[src/rtl/audio_in_pkg.sv]
// Shared types and constants for the audio input frame scheduler.
// The channel-index width helper keeps every block agreeing on how m_chan is sized.
package audio_in_pkg;

   typedef enum logic [2:0] {
      S_IDLE,
      S_LATCH,
      S_STREAM,
      S_POP,
      S_SETTLE
   } sched_state_e;

   localparam int SETTLE_CYCLES = 2;

   // Width of a channel index; never narrower than one bit.
   function automatic int chan_idx_w(input int n);
      return (n < 2) ? 1 : $clog2(n);
   endfunction

endpackage

[src/rtl/audio_chan_pick.sv]
// Combinational channel picker: returns the lowest set mask bit, either overall
// or strictly above idx.
module audio_chan_pick
   import audio_in_pkg::*;
#(
   parameter int N = 24,
   parameter int W = chan_idx_w(N)
) (
   input  logic [N-1:0] mask,
   input  logic [W-1:0] idx,
   input  logic         above,
   output logic [W-1:0] next_idx,
   output logic         found
);

   // Scan downwards so the lowest qualifying bit is the one that sticks.
   always_comb begin
      next_idx = '0;
      found    = 1'b0;
      for (int i = N - 1; i >= 0; i--) begin
         if (mask[i] && (!above || (i > int'(idx)))) begin
            next_idx = W'(i);
            found    = 1'b1;
         end
      end
   end

endmodule

[src/rtl/audio_in_sched.sv]
// Frame scheduler: snapshots a buffered multichannel frame, streams enabled
// channels over valid/ready, pops the buffer once, and counts overflow edges.
module audio_in_sched
   import audio_in_pkg::*;
#(
   parameter int NUM_AUDIO_CHANNELS = 24,
   parameter int AUDIO_WIDTH        = 24,
   parameter int OVF_CNT_WIDTH      = 16
) (
   input  logic                                      sys_clk,
   input  logic                                      sys_rst,
   input  logic                                      enable,
   input  logic [NUM_AUDIO_CHANNELS-1:0]             chan_mask,
   input  logic                                      buf_ready,
   input  logic                                      buf_full,
   input  logic [AUDIO_WIDTH-1:0]                    buf_data [NUM_AUDIO_CHANNELS],
   output logic                                      buf_read_enable,
   output logic                                      m_valid,
   input  logic                                      m_ready,
   output logic [AUDIO_WIDTH-1:0]                    m_data,
   output logic [chan_idx_w(NUM_AUDIO_CHANNELS)-1:0] m_chan,
   output logic                                      m_last,
   output logic                                      busy,
   output logic [OVF_CNT_WIDTH-1:0]                  overflow_count,
   output sched_state_e                              dbg_state
);

   localparam int          CW          = chan_idx_w(NUM_AUDIO_CHANNELS);
   localparam logic [1:0]  SETTLE_LAST = 2'(SETTLE_CYCLES - 1);

   sched_state_e                  state_q, state_d;
   logic [CW-1:0]                 idx_q, idx_d;
   logic [1:0]                    settle_q, settle_d;
   logic [NUM_AUDIO_CHANNELS-1:0] mask_q;
   logic [AUDIO_WIDTH-1:0]        frame_q [NUM_AUDIO_CHANNELS];
   logic                          buf_full_q;
   logic [OVF_CNT_WIDTH-1:0]      ovf_q;

   logic [NUM_AUDIO_CHANNELS-1:0] pick_mask;
   logic [CW-1:0]                 pick_idx;
   logic                          pick_found;

   // LATCH looks at the live mask to find the first channel; STREAM walks the snapshot.
   assign pick_mask = (state_q == S_LATCH) ? chan_mask : mask_q;

   audio_chan_pick #(.N(NUM_AUDIO_CHANNELS), .W(CW)) u_pick (
      .mask     (pick_mask),
      .idx      (idx_q),
      .above    (state_q == S_STREAM),
      .next_idx (pick_idx),
      .found    (pick_found)
   );

   always_comb begin
      state_d  = state_q;
      idx_d    = idx_q;
      settle_d = settle_q;
      case (state_q)
         S_IDLE:   if (enable && buf_ready) state_d = S_LATCH;
         S_LATCH: begin
            if (pick_found) begin
               idx_d   = pick_idx;
               state_d = S_STREAM;
            end else begin
               state_d = S_POP;
            end
         end
         // A beat transfers on a cycle where m_valid and m_ready are both high;
         // until then the presented word, channel and last flag stay put.
         S_STREAM: begin
            if (m_ready) begin
               if (pick_found) idx_d = pick_idx;
               else            state_d = S_POP;
            end
         end
         S_POP: begin
            settle_d = '0;
            state_d  = S_SETTLE;
         end
         S_SETTLE: begin
            if (settle_q == SETTLE_LAST) state_d = S_IDLE;
            else                         settle_d = settle_q + 2'd1;
         end
         default:  state_d = S_IDLE;
      endcase
   end

   always_ff @(posedge sys_clk) begin
      if (sys_rst) begin
         state_q    <= S_IDLE;
         idx_q      <= '0;
         settle_q   <= '0;
         mask_q     <= '0;
         frame_q    <= '{default: '0};
         buf_full_q <= 1'b0;
         ovf_q      <= '0;
      end else begin
         state_q    <= state_d;
         idx_q      <= idx_d;
         settle_q   <= settle_d;
         buf_full_q <= buf_full;
         if (state_q == S_LATCH) begin
            mask_q  <= chan_mask;
            frame_q <= buf_data;
         end
         if (buf_full && !buf_full_q && !(&ovf_q)) ovf_q <= ovf_q + 1'b1;
      end
   end

   // Outputs decode registered state only; m_ready never reaches them combinationally.
   assign m_valid         = (state_q == S_STREAM);
   assign m_data          = frame_q[idx_q];
   assign m_chan          = idx_q;
   assign m_last          = (state_q == S_STREAM) && !pick_found;
   assign buf_read_enable = (state_q == S_POP);
   assign busy            = (state_q != S_IDLE);
   assign overflow_count  = ovf_q;
   assign dbg_state       = state_q;

endmodule

[config.mk]
export PLATFORM = sky130hd
export DESIGN_NAME = audio_in_sched
export DESIGN_NICKNAME = d
export VERILOG_FILES = /design/src/rtl/audio_in_pkg.sv /design/src/rtl/audio_chan_pick.sv /design/src/rtl/audio_in_sched.sv
export SDC_FILE = /design/constraint.sdc
export NUM_CORES = 2
export LEC_CHECK = 0
export CAP_MARGIN = 25
export CORE_MARGIN = 8
export CORE_UTILIZATION = 35
export CTS_BUF_LIST = sky130_fd_sc_hd__clkbuf_8
export DETAILED_ROUTE_END_ITERATION = 8
export DONT_BUFFER_PORTS = 1
export PLACE_DENSITY = 0.61
export SYNTH_ARGS = -nofsm -noshare
export SYNTH_HDL_FRONTEND = slang
export SYNTH_SLANG_ARGS = --single-unit
export TNS_END_PERCENT = 50
[constraint.sdc]
create_clock -name sys_clk -period 3.6 [get_ports sys_clk]
set_input_delay 0.72 -clock sys_clk [delete_from_list [all_inputs] [get_ports sys_clk]]
set_output_delay 0.72 -clock sys_clk [all_outputs]
set_load 0.01 [all_outputs]
Word level (Yosys, flattened, before mapping)
Cells that the tools add are included.
{ "op_classes": {"addsub": 2, "order_cmp": 24, "n_eq_ne": 10, "muxes": 63, "bitwise": 1, "reduce_logical": 63} }
{ "op_table": {"columns": ["op", "count"], "rows": [
  ["$mux 5", 26],
  ["$bmux 24 s5", 1],
  ["$mux 24", 3],
  ["$gt 4x5->1 const A", 8],
  ["$gt 5x5->1 const A", 8],
  ["$logic_and 1x1->1", 28],
  ["$mux 1", 25],
  ["$logic_or 1x1->1", 23],
  ["$gt 3x5->1 const A", 4],
  ["$add 16x1->16 const B", 1],
  ["$reduce_and 16->1", 1],
  ["$pmux 3 s5", 1],
  ["$mux 3", 4],
  ["$gt 2x5->1 const A", 2],
  ["$ne 2x2->1 const B", 5],
  ["$pmux 5 s2", 1],
  ["$eq 3x2->1 const B", 2],
  ["$ge 6x6->1 const B", 1],
  ["$not 5->6", 1],
  ["$gt 1x5->1 const A", 1],
  ["$logic_not 1->1", 4],
  ["$pmux 2 s2", 1],
  ["$reduce_and 2->1", 2],
  ["$reduce_and 4->1", 1],
  ["8 further kinds", 9]
]} }
{ "word_totals": {"regBits": 627, "output_inout_bits": 52} }

Depth between registers and ports, before layout
{ "depth": {"depth_word": 31, "ltp_mapped": 11, "depth_no_buf": 9} }

By module
A second synthesis with hierarchy kept.
{ "hier_totals": {"hier_cells": 3466, "hier_area_um2": 27629.0} }
{ "by_module_without_submodules": {"columns": ["module", "instances", "cells_each", "area_per_inst_um2", "seq_area_each_um2"], "rows": [
  ["audio_in_sched", 1, 3321, 26734.4, 12552.0],
  ["audio_chan_pick", 1, 145, 894.6, 0.0]
]} }

Worst setup path after synthesis
No wires, ideal clock.
{ "synth_timing": {"kind": "flip-flop to output port", "startpoint": "register idx_q[0], in the netlist m_chan[0]", "endpoint": "output m_data[0]", "arrival_ns": 2.693, "t_required_ns": 2.880, "slack_ns": 0.187, "stages_incl_launch_ff": 9, "path_buffers": 5, "cell_sequence": "dfxtp_1 -> clkbuf_1 -> clkbuf_1 -> buf_2 -> buf_2 -> buf_2 -> mux4_2 -> mux2i_1 -> o22ai_1"} }
{ "synth_via": {"elab_chain_cells": 4} }
{ "synth_lines": {"columns": ["item", "line", "source"], "rows": [
  ["from (decl)", "audio_in_sched.sv:32", "logic [CW-1:0] idx_q, idx_d;"],
  ["from (signal assigned)", "audio_in_sched.sv:99", "idx_q <= idx_d;"],
  ["$not 5->6 (implied by the code)", "audio_in_sched.sv:112", "assign m_data = frame_q[idx_q];"],
  ["$bmux 24 s5", "audio_in_sched.sv:112", null],
  ["$mux 24 (implied by the code) (2 in a row)", "audio_in_sched.sv:112", null],
  ["to (decl)", "audio_in_sched.sv:20", "output logic [AUDIO_WIDTH-1:0] m_data,"]
]} }
No other way between the ends. The select of a mux whose other input is x is not followed.

Final worst setup path
{ "layout_timing": {"startpoint": "register idx_q[0], in the netlist m_chan[0]", "endpoint": "output m_data[12]"} }
Same word-level chain as after synthesis.

==> impl_metrics.json <==
{
  "synth_seq_area_share_pct": 46.6,
  "critPathMaxFanout": 12,
  "grt_max_degree": 628,
  "wl_per_cell_um": 24.3,
  "fp.dieArea_um2": 86100,
  "cp_top_family": "multiplexers",
  "period_minus_slack_ps": 3770,
  "finalNetCount": 3760,
  "synth_edf_count": 0,
  "hold_class": "primary input to register",
  "power_frac_clock_pct": 37.9,
  "htree_num_levels": 3,
  "synth_cell_types": 63,
  "irDropWorstVdd_mv": 0.286,
  "start_util_pct": 35.4,
  "power.switching_w": 0.00535,
  "clk_latency_ps": 690,
  "vias": 23000,
  "preCtsSetupSlack_ps": 191,
  "clockRootBuffer": "clkbuf_8",
  "power_density_nw_per_um2": 574,
  "p_int_w": 0.0127,
  "p_leak_nw": 10.7,
  "fin_crit_sh_pct": 105,
  "grtUsageTotal_pct": 22.7,
  "tightest_slew_ps": 4430,
  "maxSlewViolCount": 501,
  "cts_made_buffers": 107,
  "drt_first_pass_iters": 5,
  "switching_share_pct": 29.6,
  "slew_headroom_pct": -195,
  "critPathCaptureType": "output pin",
  "wirelength_um": 104000,
  "path_buf_inv": 4,
  "synthArstFlopShare_pct": 0,
  "ant_nets": 0,
  "clock_skew_ps": 29.7,
  "setup_violations": 21,
  "netlist_area_um2": 26900,
  "cts.clk_slew.worst_paths_ps": 60,
  "drt_iter0_markers": 2363,
  "yosysWarnings": 0,
  "start_kind": "register",
  "final_layout_size_suffix_gt1_share_pct": 16.4,
  "place.gp.congestion": 0.879,
  "grt_first_pass_wirelength_um": 147000,
  "maxCapViolations": 0,
  "syn_area_per_cell_um2": 8.48,
  "io-pin-count": 658,
  "outcome": "finished with violations",
  "row_count": 101,
  "ys_ff_latch": 627,
  "syn_inst": 3177,
  "clock_sinks": 627,
  "total_power_w": 0.0180,
  "drc": 0,
  "cp.required_ps": 2880,
  "syn-num-nets": 3785,
  "viasPerCell": 5.36,
  "fp.coreArea_um2": 76100,
  "setup_slack_ps": -169,
  "finalHoldViolations": 0,
  "rsz0062_at_grt": "yes",
  "antenna_found_initial": 27,
  "clockBufferDepth": 3,
  "max_freq_mhz": 265,
  "power_frac_comb_pct": 19.3,
  "worst-setup-path-type": "register to output pin",
  "port_buffers": 0,
  "grt_pass1_vias": 22200,
  "crit_arrival_ps": 3050,
  "violations": "slew limit, setup timing",
  "cts_tree": "done",
  "cp_slowest_stage_delay_ps": 660,
  "power_frac_seq_pct": 42.8,
  "grt_overflow_total": 0,
  "die_h_um": 293,
  "worstPathCellList": "buf_12, buf_12, mux4_2, mux4_2, inv_2, o22ai_1, buf_4",
  "synth_flop_cell": "dfxtp_1",
  "hpwl_um": 74200,
  "die_w_um": 293,
  "areaGrowthSynthToFinish_pct": 16.5,
  "critPathSlowestCell": "mux4_2"
}
## worst register-to-register path: cells and delay by family, from the launching register on
kind / cells / cell delay, ps
AOI/OAI and AO/OA: 1 / 190
buffers and inverters: 4 / 1900
DFF: 1 / 360
and+or+nand+nor: 2 / 600
## final cells by class
cell class,instances,area [um^2]
Antenna cell,15,37.5
Clock buffer,140,1930
Clock inverter,55,382
Fill cell,7676,44700
Inverter,28,119
Multi-Input combinational cell,2262,13600
Sequential cell,627,12600
Tap cell,1030,1290
Timing Repair Buffer,126,1440
## registers in the layout, indices dropped and copies added (netlist names)
name,flops
buf_full_q,1
dbg_state,3
frame_q,576
m_chan,5
mask_q,24
overflow_count,16
settle_q,2
## layout by cell type, fill, tap and decap left out, types with 8 or more instances in the layout
master | Yosys | final
a21oi_1 | 604 | 596
buf_12 | 0 | 16
buf_4 | 1 | 83
buf_6 | 1 | 15
clkbuf_8 | 0 | 140
clkinv_2 | 0 | 11
dfxtp_1 | 627 | 620
diode_2 | 0 | 15
inv_1 | 27 | 43
inv_2 | 0 | 14
mux2i_1 | 51 | 42
mux4_2 | 163 | 163
nand2_1 | 1192 | 1190
nand2b_1 | 11 | 11
nand3_1 | 10 | 10
nand4_1 | 8 | 8
nor2_1 | 68 | 64
nor3_1 | 16 | 15
o21ai_0 | 13 | 13
o22ai_1 | 21 | 13
xor2_1 | 9 | 9
## synthesized netlist by cell type, drive strengths merged, types with 10 or more instances
| cell | n | share of area [%] |
|---|---|---|
| o22ai | 21 | 0.49 |
| mux2i | 51 | 1.9 |
| nand2b | 11 | 0.26 |
| mux4 | 163 | 14 |
| nor3 | 16 | 0.30 |
| o21ai | 13 | 0.24 |
| dfxtp | 627 | 47 |
| inv | 27 | 0.38 |
| buf | 33 | 0.57 |
| nand3 | 10 | 0.19 |
| a21oi | 604 | 11 |
| nor2 | 68 | 0.95 |
| nand2 | 1192 | 17 |
| clkbuf | 227 | 3.2 |
## per-layer routing
| metal | global-route usage, % | routed length (um) | vias to the layer above | part of all wire (%) |
|---|---|---|---|---|
| li1 | - | - | 10800 | - |
| met1 | 28.1 | 41500 | 11100 | 40 |
| met5 | 0 | 79 | - | 0.076 |
| met4 | 9.89 | 4290 | 12 | 4.1 |
| met2 | 36.1 | 49000 | 906 | 47 |
| met3 | 7.43 | 9150 | 205 | 8.8 |
## power groups by stage
stage                     logic (W)  registers, W  clock network, W
after global routing        0.00373       0.00776           0.00730
after floorplan             0.00220       0.00772                 0
final                       0.00348       0.00771           0.00683
after detailed placement    0.00300       0.00788                 0
after global placement      0.00297       0.00788                 0
after CTS                   0.00338       0.00770           0.00697
## cells by family after synthesis
kind of cell    count (synthesis)  synth area share [%]
xor+xnor                       14                 0.455
mux                           219                  15.7
fa+ha+maj                       2                0.0929
compound gates                687                  13.5
flops                         627                  46.6
buf+inv                       288                  4.12
simple gates                 1340                  19.5
## worst paths after layout
path,cells past startpoint,startpoint,end,slack (ps)
worst max-delay path,7,m_chan[0],m_data[12],-170
worst min-delay path,2,buf_data[123],frame_q[123],140
worst max register to register,7,dbg_state[2],frame_q[231],380
worst min register to register,2,frame_q[424],frame_q[424],450
## stage by stage
step	TNS (ps)	utilization, %	hold slack [ps]	instances	cell area [um^2]
6_report	-1870	41.3	140	4283	31400
3_5_place_dp	0	36.8	443	4025	28000
3_3_place_gp	0	36.8	438	4025	28000
2_1_floorplan	0	-	431	3177	26900
4_1_cts	-4120	40.8	47.4	4258	31100
5_1_grt	-4610	41.3	58.7	4281	31400
## timing repair
action                                  CTS  global route
hold buffers                              0             0
endpoints found under the setup margin   25            24
pin swaps                                 7             6
gates cloned                              5             0
setup buffers                            33            10
resized for setup                        84            40
Power figures use the tool's default switching activity.
